**config.mk**
```make
export PLATFORM = sky130hd
export DESIGN_NAME = ft60x_axi_cmd_master
export DESIGN_NICKNAME = d
export VERILOG_FILES = /design/src/rtl/ft60x_axi_pkg.sv /design/src/rtl/ft60x_axi_cmd_master.sv
export SDC_FILE = /design/constraint.sdc
export NUM_CORES = 1
export LEC_CHECK = 0
export ABC_AREA = 0
export ABC_CLOCK_PERIOD_IN_PS = 3800
export CAP_MARGIN = 20
export CORE_ASPECT_RATIO = 1.4
export CORE_MARGIN = 2
export CORE_UTILIZATION = 35
export DETAILED_ROUTE_END_ITERATION = 7
export GPL_TIMING_DRIVEN = 0
export PLACE_DENSITY = 0.78
export SLEW_MARGIN = 25
export SYNTH_ARGS = -nofsm -noshare
export SYNTH_HDL_FRONTEND = slang
export SYNTH_SLANG_ARGS = --single-unit
```
**constraint.sdc**
```tcl
create_clock -name clk_i -period 3.8 [get_ports clk_i]
set_input_delay 0.57 -clock clk_i [delete_from_list [all_inputs] [get_ports clk_i]]
set_output_delay 0.57 -clock clk_i [all_outputs]
set_load 0.03 [all_outputs]
```
**src/rtl/ft60x_axi_pkg.sv**
```systemverilog
// Shared constants, state encoding and status-word helper for the FT60x AXI command master.
package ft60x_axi_pkg;

    localparam int unsigned DATA_W  = 32;
    localparam int unsigned ID_W    = 4;
    localparam int unsigned LEN_W   = 8;
    localparam int unsigned RESP_W  = 2;
    localparam int unsigned BURST_W = 2;
    localparam int unsigned OPC_W   = 8;
    localparam int unsigned STRB_W  = DATA_W / 8;

    localparam logic [OPC_W-1:0]   CMD_WRITE   = 8'h10;
    localparam logic [OPC_W-1:0]   CMD_READ    = 8'h11;
    localparam logic [OPC_W-1:0]   STAT_WR_TAG = 8'hB0;
    localparam logic [OPC_W-1:0]   STAT_RD_TAG = 8'hB1;
    localparam logic [BURST_W-1:0] BURST_INCR  = 2'b01;

    typedef enum logic [2:0] {
        ST_IDLE,
        ST_ADDR,
        ST_WR_AW,
        ST_WR_DATA,
        ST_WR_RESP,
        ST_RD_AR,
        ST_RD_DATA,
        ST_STATUS
    } state_t;

    // Status word returned to the host: tag in the top byte, response code in the bottom bits.
    function automatic logic [DATA_W-1:0] status_word(input logic [OPC_W-1:0] tag,
                                                      input logic [RESP_W-1:0] resp);
        return {tag, 22'd0, resp};
    endfunction

endpackage

```
**src/rtl/ft60x_axi_cmd_master.sv**
```systemverilog
// Host command stream to single-burst AXI4 master; read status word enabled by FT60X_AXI_RD_STATUS_EN.
module ft60x_axi_cmd_master
    import ft60x_axi_pkg::*;
#(
    parameter logic [ID_W-1:0] AXI_ID = 4'd0
) (
    input  logic                clk_i,
    input  logic                rst_i,

    input  logic                inport_valid_i,
    input  logic [DATA_W-1:0]   inport_data_i,
    output logic                inport_accept_o,

    output logic                outport_valid_o,
    output logic [DATA_W-1:0]   outport_data_o,
    input  logic                outport_accept_i,

    output logic                axi_awvalid_o,
    output logic [DATA_W-1:0]   axi_awaddr_o,
    output logic [ID_W-1:0]     axi_awid_o,
    output logic [LEN_W-1:0]    axi_awlen_o,
    output logic [BURST_W-1:0]  axi_awburst_o,
    input  logic                axi_awready_i,

    output logic                axi_wvalid_o,
    output logic [DATA_W-1:0]   axi_wdata_o,
    output logic [STRB_W-1:0]   axi_wstrb_o,
    output logic                axi_wlast_o,
    input  logic                axi_wready_i,

    input  logic                axi_bvalid_i,
    input  logic [RESP_W-1:0]   axi_bresp_i,
    input  logic [ID_W-1:0]     axi_bid_i,
    output logic                axi_bready_o,

    output logic                axi_arvalid_o,
    output logic [DATA_W-1:0]   axi_araddr_o,
    output logic [ID_W-1:0]     axi_arid_o,
    output logic [LEN_W-1:0]    axi_arlen_o,
    output logic [BURST_W-1:0]  axi_arburst_o,
    input  logic                axi_arready_i,

    input  logic                axi_rvalid_i,
    input  logic [DATA_W-1:0]   axi_rdata_i,
    input  logic [RESP_W-1:0]   axi_rresp_i,
    input  logic [ID_W-1:0]     axi_rid_i,
    input  logic                axi_rlast_i,
    output logic                axi_rready_o
);

    state_t              state_q;
    logic [OPC_W-1:0]    opcode_q;
    logic [LEN_W-1:0]    len_q;
    logic [LEN_W-1:0]    count_q;
    logic [DATA_W-1:0]   addr_q;
    logic                cmd_accept_q;
    logic                awvalid_q;
    logic                arvalid_q;
    logic                bready_q;
    logic                stat_valid_q;
    logic [DATA_W-1:0]   stat_data_q;
`ifdef FT60X_AXI_RD_STATUS_EN
    logic [RESP_W-1:0]   rresp_acc_q;
`endif

    logic                in_hs;
    logic                w_hs;
    logic                r_hs;
    logic                legal_opc;
    logic                unused_ok;

    assign in_hs     = inport_valid_i & inport_accept_o;
    assign w_hs      = axi_wvalid_o & axi_wready_i;
    assign r_hs      = axi_rvalid_i & axi_rready_o;
    assign legal_opc = (inport_data_i[31:24] == CMD_WRITE) || (inport_data_i[31:24] == CMD_READ);

    // Command FSM with registered handshake outputs.
    always_ff @(posedge clk_i or posedge rst_i) begin
        if (rst_i) begin
            state_q      <= ST_IDLE;
            opcode_q     <= '0;
            len_q        <= '0;
            count_q      <= '0;
            addr_q       <= '0;
            cmd_accept_q <= 1'b0;
            awvalid_q    <= 1'b0;
            arvalid_q    <= 1'b0;
            bready_q     <= 1'b0;
            stat_valid_q <= 1'b0;
            stat_data_q  <= '0;
`ifdef FT60X_AXI_RD_STATUS_EN
            rresp_acc_q  <= '0;
`endif
        end else begin
            unique case (state_q)
                ST_IDLE: begin
                    cmd_accept_q <= 1'b1;
                    if (in_hs && legal_opc) begin
                        opcode_q <= inport_data_i[31:24];
                        len_q    <= inport_data_i[LEN_W-1:0];
                        state_q  <= ST_ADDR;
                    end
                end
                ST_ADDR: begin
                    if (in_hs) begin
                        addr_q       <= inport_data_i;
                        cmd_accept_q <= 1'b0;
                        if (opcode_q == CMD_WRITE) begin
                            awvalid_q <= 1'b1;
                            state_q   <= ST_WR_AW;
                        end else begin
                            arvalid_q <= 1'b1;
                            state_q   <= ST_RD_AR;
                        end
                    end
                end
                ST_WR_AW: begin
                    if (axi_awready_i) begin
                        awvalid_q <= 1'b0;
                        count_q   <= '0;
                        state_q   <= ST_WR_DATA;
                    end
                end
                ST_WR_DATA: begin
                    if (w_hs) begin
                        if (axi_wlast_o) begin
                            bready_q <= 1'b1;
                            state_q  <= ST_WR_RESP;
                        end else begin
                            count_q <= count_q + LEN_W'(1);
                        end
                    end
                end
                ST_WR_RESP: begin
                    if (axi_bvalid_i) begin
                        bready_q     <= 1'b0;
                        stat_valid_q <= 1'b1;
                        stat_data_q  <= status_word(STAT_WR_TAG, axi_bresp_i);
                        state_q      <= ST_STATUS;
                    end
                end
                ST_RD_AR: begin
                    if (axi_arready_i) begin
                        arvalid_q   <= 1'b0;
`ifdef FT60X_AXI_RD_STATUS_EN
                        rresp_acc_q <= '0;
`endif
                        state_q     <= ST_RD_DATA;
                    end
                end
                ST_RD_DATA: begin
                    if (r_hs) begin
`ifdef FT60X_AXI_RD_STATUS_EN
                        rresp_acc_q <= rresp_acc_q | axi_rresp_i;
                        if (axi_rlast_i) begin
                            stat_valid_q <= 1'b1;
                            stat_data_q  <= status_word(STAT_RD_TAG, rresp_acc_q | axi_rresp_i);
                            state_q      <= ST_STATUS;
                        end
`else
                        if (axi_rlast_i) begin
                            cmd_accept_q <= 1'b1;
                            state_q      <= ST_IDLE;
                        end
`endif
                    end
                end
                ST_STATUS: begin
                    if (outport_accept_i) begin
                        stat_valid_q <= 1'b0;
                        cmd_accept_q <= 1'b1;
                        state_q      <= ST_IDLE;
                    end
                end
                default: state_q <= ST_IDLE;
            endcase
        end
    end

    // Data phases pass straight through between the host stream and the AXI data channels.
    assign inport_accept_o = ((state_q == ST_IDLE) || (state_q == ST_ADDR)) ? cmd_accept_q :
                             (state_q == ST_WR_DATA) ? axi_wready_i : 1'b0;

    assign outport_valid_o = (state_q == ST_RD_DATA) ? axi_rvalid_i : stat_valid_q;
    assign outport_data_o  = (state_q == ST_RD_DATA) ? axi_rdata_i  : stat_data_q;

    assign axi_awvalid_o = awvalid_q;
    assign axi_awaddr_o  = addr_q;
    assign axi_awid_o    = AXI_ID;
    assign axi_awlen_o   = len_q;
    assign axi_awburst_o = BURST_INCR;

    assign axi_wvalid_o = (state_q == ST_WR_DATA) & inport_valid_i;
    assign axi_wdata_o  = inport_data_i;
    assign axi_wstrb_o  = {STRB_W{1'b1}};
    assign axi_wlast_o  = (state_q == ST_WR_DATA) & (count_q == len_q);

    assign axi_bready_o = bready_q;

    assign axi_arvalid_o = arvalid_q;
    assign axi_araddr_o  = addr_q;
    assign axi_arid_o    = AXI_ID;
    assign axi_arlen_o   = len_q;
    assign axi_arburst_o = BURST_INCR;

    assign axi_rready_o = (state_q == ST_RD_DATA) & outport_accept_i;

    // Response IDs are never checked; rresp only matters when read status is built.
`ifdef FT60X_AXI_RD_STATUS_EN
    assign unused_ok = ^{axi_bid_i, axi_rid_i};
`else
    assign unused_ok = ^{axi_bid_i, axi_rid_i, axi_rresp_i};
`endif

endmodule

```
==> results of run 1 <==
-- layout make-up --
cell class / count / area (sq um) / area share, %
Tap cell: 141 / 176 / 2.61
Timing Repair Buffer: 228 / 2290 / 33.9
Clock inverter: 4 / 50.0 / 0.739
Clock buffer: 12 / 246 / 3.64
Multi-Input combinational cell: 213 / 1570 / 23.2
Buffer: 101 / 734 / 10.8
Inverter: 6 / 25.0 / 0.370
Sequential cell: 67 / 1680 / 24.8
-- kinds of logic after synthesis --
group / synth area share, %
AO/OA/AOI/OAI: 5.35
XOR/XNOR: 2.44
adder cells (fa/ha/maj): 0.317
buffers and inverters: 19.2
flip-flops: 42.4
multiplexers: 14.4
other: 0.190
AND/OR/NAND/NOR: 15.7
-- Yosys cell counts, drive strengths merged, types with 4 or more instances --
cell type | instances | area [sq um]
and2 | 35 | 219
nand2 | 22 | 85.1
nand2b | 4 | 25.0
nor2 | 12 | 45.0
inv | 6 | 22.5
nor3 | 4 | 20.0
buf | 98 | 723
nand3 | 5 | 25.0
mux2 | 47 | 529
o21ai | 7 | 35.0
mux2i | 4 | 40.0
a21oi | 5 | 32.5
xor2 | 8 | 70.1
dfrtp | 67 | 1680
-- per-layer routing --
layer	vias to the layer above	share of wire, %
li1	1664	-
met1	1680	35
met2	210	51
met3	15	12
met4	0	2.1
met5	-	0
-- critical path, stage by stage, from the launching register on --
cell	delay, ps
dfrtp_1	430
buf_4	200
nand2_1	100
nor2_1	430
clkbuf_1	340
and2_1	180
clkdlybuf4s50_1	760
-- registers in the layout, summed over array words and instances, names as in the netlist --
| signal | cells |
|---|---|
| axi_awvalid_o | 1 |
| opcode_q | 8 |
| count_q | 8 |
| stat_valid_q | 1 |
| stat_data_q | 3 |
| state_q | 3 |
| axi_araddr_o | 32 |
| axi_arvalid_o | 1 |
| axi_bready_o | 1 |
| axi_arlen_o | 8 |
| cmd_accept_q | 1 |
-- power groups by stage --
| stage | sequential [W] | clock [W] | combinational [W] |
|---|---|---|---|
| global route | 0.00117 | 0.000877 | 0.00331 |
| finish | 0.00114 | 0.000824 | 0.00314 |
| floorplan | 0.00145 | 0 | 0.00159 |
| global placement | 0.00113 | 0 | 0.00311 |
| CTS | 0.00114 | 0.000844 | 0.00316 |
| detailed placement | 0.00114 | 0 | 0.00314 |
-- stage by stage --
step / total power [W] / hold WS [ps] / instances
2_1_floorplan: 0.00304 / 425 / 387
3_3_place_gp: 0.00424 / 442 / 755
3_5_place_dp: 0.00428 / 455 / 756
4_1_cts: 0.00514 / 475 / 772
5_1_grt: 0.00535 / 493 / 772
6_report: 0.00510 / 467 / 772
-- how the worst max path moves through the flow --
stage	start	endpoint	slack [ps]
2_1_floorplan	rst_i	axi_araddr_o[0]$_DFFE_PP0P_	1550
3_3_place_gp	rst_i	stat_valid_q$_DFFE_PP0P_	370
3_5_place_dp	state_q[1]$_DFFE_PP0P_	outport_data_o[5]	800
4_1_cts	state_q[1]$_DFFE_PP0P_	outport_data_o[5]	420
5_1_grt	state_q[1]$_DFFE_PP0P_	outport_data_o[6]	300
6_report	state_q[1]$_DFFE_PP0P_	outport_data_o[5]	460
==> flow_metrics.tcl, run 1 <==
set metrics [dict create \
    fin_nets 713 \
    setup-violations-final 0 \
    numPortBuffers 227 \
    diodes 0 \
    routed_wirelength_mm 12.1 \
    cts_tree "done" \
    postPlaceCellArea_sq_um 6470 \
    grt_util_met3_pct 7.74 \
    cts.path.max_buffers 2 \
    synth-main-ff-cell "dfrtp_1" \
    floorplan_core_area_sq_um 10900 \
    timing.hold.worst.class "reg -> reg" \
    yosysSeqAreaShare_pct 42.4 \
    max_cap_violations 0 \
    period_needed_ps 3340 \
    synth_async_sr_flop_share_pct 100 \
    die-area_sq_um 12200 \
    switching_share_pct 42.7 \
    synth_area_sq_um 3950 \
    rsz0062_at_grt "false" \
    grt_antenna_before_repair 0 \
    status "finished, final reports clean" \
    top_usage_layer "met2" \
    drc 0 \
    preCtsSetupSlack_ps 798 \
    p_seq_share_pct 22.3 \
    synth_cells 373 \
    synth.avg_cell_area_sq_um 10.6 \
    cts.reportedPaths.clkPinSlew_ps 50 \
    cts.sinks 67 \
    grt_start_max_net_pins 43 \
    p_clk_share_pct 16.2 \
    worst_skew_pair.late_latency_ps 330 \
    leakage_nw 3.08 \
    grt_use_total_pct 19.7 \
    number_of_vias_per_cell 4.62 \
    boundaryPins 254 \
    critical_register_to_register_path_startpoint "state_q[0]$_DFFE_PP0P_" \
    initialDrtViolationCount 130 \
    global_route.usage.met2_pct 35.7 \
    post_cts_resized 0 \
    timing.critical_path.from_type "flop" \
    crit_fanout 10 \
    placement_rows 45 \
    r2r_cells 4 \
    mostFrequentLayoutCell "clkdlybuf4s50_1" \
    layout_stage_area_growth_over_the_synthesis_result_pct 71.4 \
    die_outline_height_um 130 \
    final_antenna_net_count 0 \
    maxClockFrequency_ghz 0.299 \
    vias 3569 \
    clockRootBuffer "clkbuf_16" \
    setup.worst_path.class "reg -> out" \
    grt_overflow_total 0 \
    routedWlPerCell_um 15.6 \
    whs_endpoint "opcode_q[4]$_DFFE_PP0P_" \
    p_sw_w 0.00218 \
    post_cts_hold_buffer_count 0 \
    edff_count_synth 0 \
    ys_warn_count 0 \
    p_int_w 0.00292 \
    holdPathStages 1 \
    finish.utilization_pct 62.0 \
    gpl.final_weighted_congestion 0.846 \
    cts.repair_timing.setup_buffer_count 0 \
    rrSetupSlack_ps 1900 \
    end_kind "primary output" \
    pwr_density_cell_nw_per_um2 753 \
    first_pass_grt_wire_length_mm 18.4 \
    final_hold_viol_count 0 \
    drt_first_pass_iters 4 \
    first_global_vias 3706 \
    max_slew_margin_pct 41.9 \
    post_synth_cell_types 50 \
    layout.filler_cells 879 \
    post_route_cells_drive_above_1_share_pct 26.3 \
    layout.cells.most_common_list "clkdlybuf4s50_1, buf_4, dfrtp_1" \
    tightestPinTransition_ps 860 \
    ir_worst_vdd_mv 0.493 \
    stdcell_area_sq_um 6770 \
    ys_ff_latch 67 \
    globalRouteMet1Util_pct 19.9 \
    die-width_um 93.8 \
    hold_path.startpoint "opcode_q[4]$_DFFE_PP0P_" \
    timing.critical_path.required_ps 3230 \
    regToRegEndpoint "count_q[0]$_DFFE_PP0P_" \
    drv_slew 0 \
    fin_crit_sh_pct 87.9 \
    place.detailed.hpwl_mm 9.57 \
    worst_path_setup_slack_after_routing_ps 459 \
    p_comb_share_pct 61.5 \
    worst_clock_skew_ps 7.65 \
    fin_setup_tns_ps 0 \
    worstPathArrival_ps 2770 \
    initial_utilization_pct 36.2 \
    h-tree-depth 3 \
    number_of_clock_buffers_inserted_by_tritoncts 9 \
]
No activity file was read; power rests on OpenSTA's default activity.
==> run 2: changes to the inputs <==
Settings changed: REMOVE_ABC_BUFFERS set to 1.
==> run 2 against run 1 <==
Effect of this change: core utilization decreased by 6.6 points; non-clock buffer count decreased by 99; largest power group unchanged; fmax decreased by 3.9%; critical endpoint is now outport_valid_o; setup slack got worse by 130 ps; critical path depth decreased by 2; highest routed layer unchanged; final cell count decreased by 13%; clock power decreased by 9.3%.
==> flow_metrics.tcl, run 2 (synthesis results as in run 1) <==
set metrics [dict create \
    period_needed_ps 3480 \
    drv_slew 0 \
    post_route_cells_drive_above_1_share_pct 13.7 \
    rrSetupSlack_ps 1380 \
    ir_worst_vdd_mv 0.452 \
    place.detailed.hpwl_mm 8.04 \
    clockRootBuffer "clkbuf_16" \
    drc 0 \
    initial_utilization_pct 36.2 \
    fin_setup_tns_ps 0 \
    tightestPinTransition_ps 730 \
    worst_path_bufs_invs 1 \
    critical_register_to_register_path_startpoint "state_q[0]$_DFFE_PP0P_" \
    cts.sinks 67 \
    h-tree-depth 3 \
    routedWlPerCell_um 15.1 \
    p_comb_share_pct 58.1 \
    finish.utilization_pct 55.4 \
    preCtsSetupSlack_ps 429 \
    grt_overflow_total 0 \
    hold_path.startpoint "stat_data_q[28]$_DFFE_PP0P_" \
    pwr_density_cell_nw_per_um2 771 \
    worst_clock_skew_ps 4.34 \
    max_reg_flops 32 \
    maxClockFrequency_ghz 0.288 \
    p_clk_share_pct 16.0 \
    cp_cell_sequence "nand2_1, nor2_4, mux2_2, clkdlybuf4s50_1" \
    final_hold_viol_count 0 \
    die_outline_height_um 130 \
    setup.worst_path.class "reg -> out" \
    max_cap_violations 0 \
    end_kind "primary output" \
    die-area_sq_um 12200 \
    postPlaceCellArea_sq_um 5780 \
    p_int_w 0.00258 \
    gpl.final_weighted_congestion 0.830 \
    grt_use_total_pct 16.4 \
    placement_rows 45 \
    critical_path.max_stage_delay_ps 790 \
    boundaryPins 254 \
    final_antenna_net_count 0 \
    timing.critical_path.required_ps 3230 \
    grt_start_max_net_pins 52 \
    floorplan_core_area_sq_um 10900 \
    crit_fanout 33 \
    initialDrtViolationCount 154 \
    routed_wirelength_mm 10.2 \
    first_global_vias 3158 \
    timing.critical_path.from_type "flop" \
    p_sw_w 0.00209 \
    fin_nets 614 \
    number_of_vias_per_cell 4.65 \
    number_of_clock_buffers_inserted_by_tritoncts 9 \
    fin_crit_sh_pct 91.5 \
    cts.path.max_buffers 2 \
    cts.repair_timing.setup_buffer_count 0 \
    worstPathArrival_ps 2910 \
    diodes 0 \
    p_seq_share_pct 25.9 \
    first_pass_grt_wire_length_mm 15.7 \
    stdcell_area_sq_um 6050 \
    grt_antenna_before_repair 0 \
    switching_share_pct 44.8 \
    rsz0062_at_grt "false" \
    max_slew_margin_pct 50.7 \
    layout_stage_area_growth_over_the_synthesis_result_pct 53.2 \
    drt_first_pass_iters 4 \
    die-width_um 93.8 \
    worst_skew_pair.late_latency_ps 320 \
    critical-path-top-delay-family "flip-flops" \
    layout.cells.most_common_list "clkdlybuf4s50_1, dfrtp_1, mux2_2" \
    status "finished, final reports clean" \
    numPortBuffers 227 \
    cts.reportedPaths.clkPinSlew_ps 60 \
    leakage_nw 2.62 \
    worst_path_setup_slack_after_routing_ps 324 \
    critPathSlowestCell "dfrtp_1" \
    vias 3128 \
    setup-violations-final 0 \
    cts_tree "done" \
    timing.hold.worst.class "reg -> reg" \
    mostFrequentLayoutCell "clkdlybuf4s50_1" \
    timing.critical_path.from "state_q[1]$_DFFE_PP0P_" \
]
[run 2: cell count changes in the layout (fill, tap and decap cells not counted), sizes merged]
cell / change
buf: -96
bufinv: -1
clkbuf: -6
clkinv: +5
clkinvlp: -1
[run 2: area by class of cell]
type / instances / area (sq um)
Clock buffer: 9 / 225
Clock inverter: 7 / 45.0
Fill cell: 942 / 4870
Inverter: 6 / 25.0
Multi-Input combinational cell: 213 / 1580
Sequential cell: 67 / 1680
Tap cell: 141 / 176
Timing Repair Buffer: 230 / 2330
[run 2: power groups by stage]
| stage | Clock [W] | Sequential (W) | Combinational, W |
|---|---|---|---|
| global route | 0.000798 | 0.00125 | 0.00285 |
| finish | 0.000747 | 0.00121 | 0.00271 |
| global placement | 0 | 0.00120 | 0.00269 |
| floorplan | 0 | 0.00185 | 0.000826 |
| detailed placement | 0 | 0.00122 | 0.00272 |
| CTS | 0.000758 | 0.00121 | 0.00273 |
[run 2: what timing repair did]
action	in CTS	in global routing
gates resized for setup	0	1
hold buffers	0	0
endpoints found under the setup margin	0	33
[run 2: worst paths after layout]
check                                          endpoint  cells after the start
setup reg to reg            axi_araddr_o[8]$_DFFE_PP0P_                      4
min in group asynchronous  axi_araddr_o[14]$_DFFE_PP0P_                      2
hold reg to reg             stat_data_q[28]$_DFFE_PP0P_                      1
setup / recovery                        outport_valid_o                      4
max in group asynchronous    stat_data_q[0]$_DFFE_PP0P_                      3
hold / removal              stat_data_q[28]$_DFFE_PP0P_                      1
[run 2: metrics by stage]
stage	hold WS [ps]	power (W)	std cells
5_1_grt	482	0.00490	673
6_report	461	0.00467	673
3_3_place_gp	441	0.00389	654
3_5_place_dp	454	0.00394	657
2_1_floorplan	425	0.00268	286
4_1_cts	468	0.00470	673
[run 2: routing by layer]
| layer | vias up | GRT usage, % | wire length, um |
|---|---|---|---|
| met2 | 171 | 30.7 | 5400 |
| met4 | 0 | 4.01 | 81 |
| li1 | 1464 | - | - |
| met3 | 9 | 5.37 | 987 |
| met5 | - | 0 | 0 |
| met1 | 1484 | 17.6 | 3710 |
==> run 3: changes to the inputs <==
Settings changed: ABC_CLOCK_PERIOD_IN_PS 3800 to 4130, CAP_MARGIN 20 to not set.
Clock period 3.8 ns to 4.13 ns, I/O delays scaled along.
==> run 3 against run 2 <==
Effect of this change: final cell count unchanged; setup slack better by 45 ps; worst hold slack about the same; critical endpoint unchanged; largest cell class unchanged.
==> flow_metrics.tcl, run 3 (synthesis results as in run 1) <==
set metrics [dict create \
    rrSetupSlack_ps 1740 \
    layout_stage_area_growth_over_the_synthesis_result_pct 53.0 \
    timing.critical_path.from_type "flop" \
    post_cts_resized 0 \
    fin_crit_sh_pct 91.0 \
    diodes 0 \
    gpl.final_weighted_congestion 0.830 \
    cts.sinks 67 \
    numPortBuffers 227 \
    cts.path.max_buffers 2 \
    critPathSlowestCell "dfrtp_1" \
    fin_setup_tns_ps 0 \
    max_reg_flops 32 \
    cts.reportedPaths.clkPinSlew_ps 60 \
    post_cts_hold_buffer_count 0 \
    end_kind "primary output" \
    place.detailed.hpwl_mm 8.04 \
    ir_worst_vdd_mv 0.416 \
    multi_input_logic_area_sq_um 1570 \
    hold_path.startpoint "stat_data_q[28]$_DFFE_PP0P_" \
    timing.critical_path.required_ps 3510 \
    mostFrequentLayoutCell "clkdlybuf4s50_1" \
    seqCellArea_sq_um 1680 \
    setup.worst_path.class "reg -> out" \
    boundaryPins 254 \
    whs_endpoint "stat_data_q[28]$_DFFE_PP0P_" \
    die-width_um 93.8 \
    critical_register_to_register_path_startpoint "state_q[0]$_DFFE_PP0P_" \
    grt_antenna_before_repair 0 \
    post_route_cells_drive_above_1_share_pct 13.7 \
    layout.cells.most_common_list "clkdlybuf4s50_1, dfrtp_1, mux2_2" \
    tightestPinTransition_ps 884 \
    rsz0062_at_grt "false" \
    h-tree-depth 3 \
    holdWs_ps 461 \
    first_pass_grt_wire_length_mm 15.7 \
    vias 3129 \
    worst_skew_pair.late_latency_ps 320 \
    regToRegEndpoint "axi_araddr_o[8]$_DFFE_PP0P_" \
    clockRootBuffer "clkbuf_16" \
    initialDrtViolationCount 154 \
    routedWlPerCell_um 15.1 \
    timing.hold.worst.class "reg -> reg" \
    final_hold_viol_count 0 \
    drt_first_pass_iters 4 \
    final_antenna_net_count 0 \
    period_needed_ps 3760 \
    cp_cell_sequence "nand2_1, nor2_2, mux2_2, clkdlybuf4s50_1" \
    leakage_nw 2.62 \
    routed_wirelength_mm 10.2 \
    number_of_clock_buffers_inserted_by_tritoncts 9 \
    setup-violations-final 0 \
    grt_overflow_total 0 \
    critical_path.max_stage_delay_ps 790 \
    die_outline_height_um 130 \
    first_global_vias 3158 \
    holdPathStages 1 \
    cts.repair_timing.setup_buffer_count 0 \
    max_slew_margin_pct 41.0 \
    drv_slew 0 \
    grt_use_total_pct 16.4 \
    initial_utilization_pct 36.2 \
    worst_clock_skew_ps 4.34 \
    layout.filler_cells 943 \
    r2r_cells 4 \
    floorplan_core_area_sq_um 10900 \
    status "finished, final reports clean" \
    fin_nets 614 \
    cts_tree "done" \
    number_of_vias_per_cell 4.65 \
    drc 0 \
    crit_fanout 33 \
    postPlaceCellArea_sq_um 5780 \
    grt_start_max_net_pins 52 \
    pwr_density_cell_nw_per_um2 709 \
    die-area_sq_um 12200 \
    max_cap_violations 0 \
    worstPathArrival_ps 3140 \
    maxClockFrequency_ghz 0.266 \
    placement_rows 45 \
    stdcell_area_sq_um 6050 \
]
run 3: changes by cell type in the layout (fill, tap and decap cells not counted):
cell    before  now
nor2_2       0    1
nor2_4       1    0
run 3: through the flow:
| stage | total power, W | worst slack, ps | std cells | util [%] |
|---|---|---|---|---|
| after CTS | 0.00433 | 369 | 673 | 55.4 |
| after floorplan | 0.00246 | 1440 | 286 | - |
| after global routing | 0.00450 | 108 | 673 | 55.4 |
| final | 0.00429 | 370 | 673 | 55.4 |
| after global placement | 0.00358 | 427 | 654 | 52.3 |
| after detailed placement | 0.00362 | 710 | 657 | 52.9 |
run 3: how the worst max path moves through the flow:
stage                     slack, ps  cells past startpoint           endpoint                   start
after floorplan                1440                      3  outport_data_o[0]  state_q[1]$_DFFE_PP0P_
after global placement          430                      4    outport_valid_o  state_q[1]$_DFFE_PP0P_
after detailed placement        710                      4    outport_valid_o  state_q[1]$_DFFE_PP0P_
after CTS                       370                      4    outport_valid_o  state_q[1]$_DFFE_PP0P_
after global routing            110                      4    outport_valid_o  state_q[1]$_DFFE_PP0P_
final                           370                      4    outport_valid_o  state_q[1]$_DFFE_PP0P_
run 3: cell type report:
type / instances / area share, %
multi-input combinational: 213 / 26.0
sequential: 67 / 27.7
timing repair buffer: 230 / 38.5
clock inverter: 7 / 0.745
clock buffer: 9 / 3.72
tap: 141 / 2.92
inverter: 6 / 0.414
run 3: where the power goes:
part           switching (W)  leakage [nW]  total (W)  internal (W)
Sequential          0.000244         0.856    0.00111      0.000866
Combinational        0.00139          1.63    0.00249       0.00110
Clock               0.000284         0.135   0.000687      0.000403
run 3: critical path: cells and delay by family (launching register included):
kind	cells	cell delay (ps)
flops	1	790
simple gates	2	1000
mux	1	430
buf+inv	1	600
run 3: routing by layer:
| metal | global-route usage, % | share of wire (%) | up-vias |
|---|---|---|---|
| met5 | 0 | 0 | - |
| met4 | 4.01 | 0.80 | 0 |
| met3 | 5.37 | 9.7 | 9 |
| met2 | 30.7 | 53 | 171 |
| met1 | 17.6 | 36 | 1485 |
| li1 | - | - | 1464 |
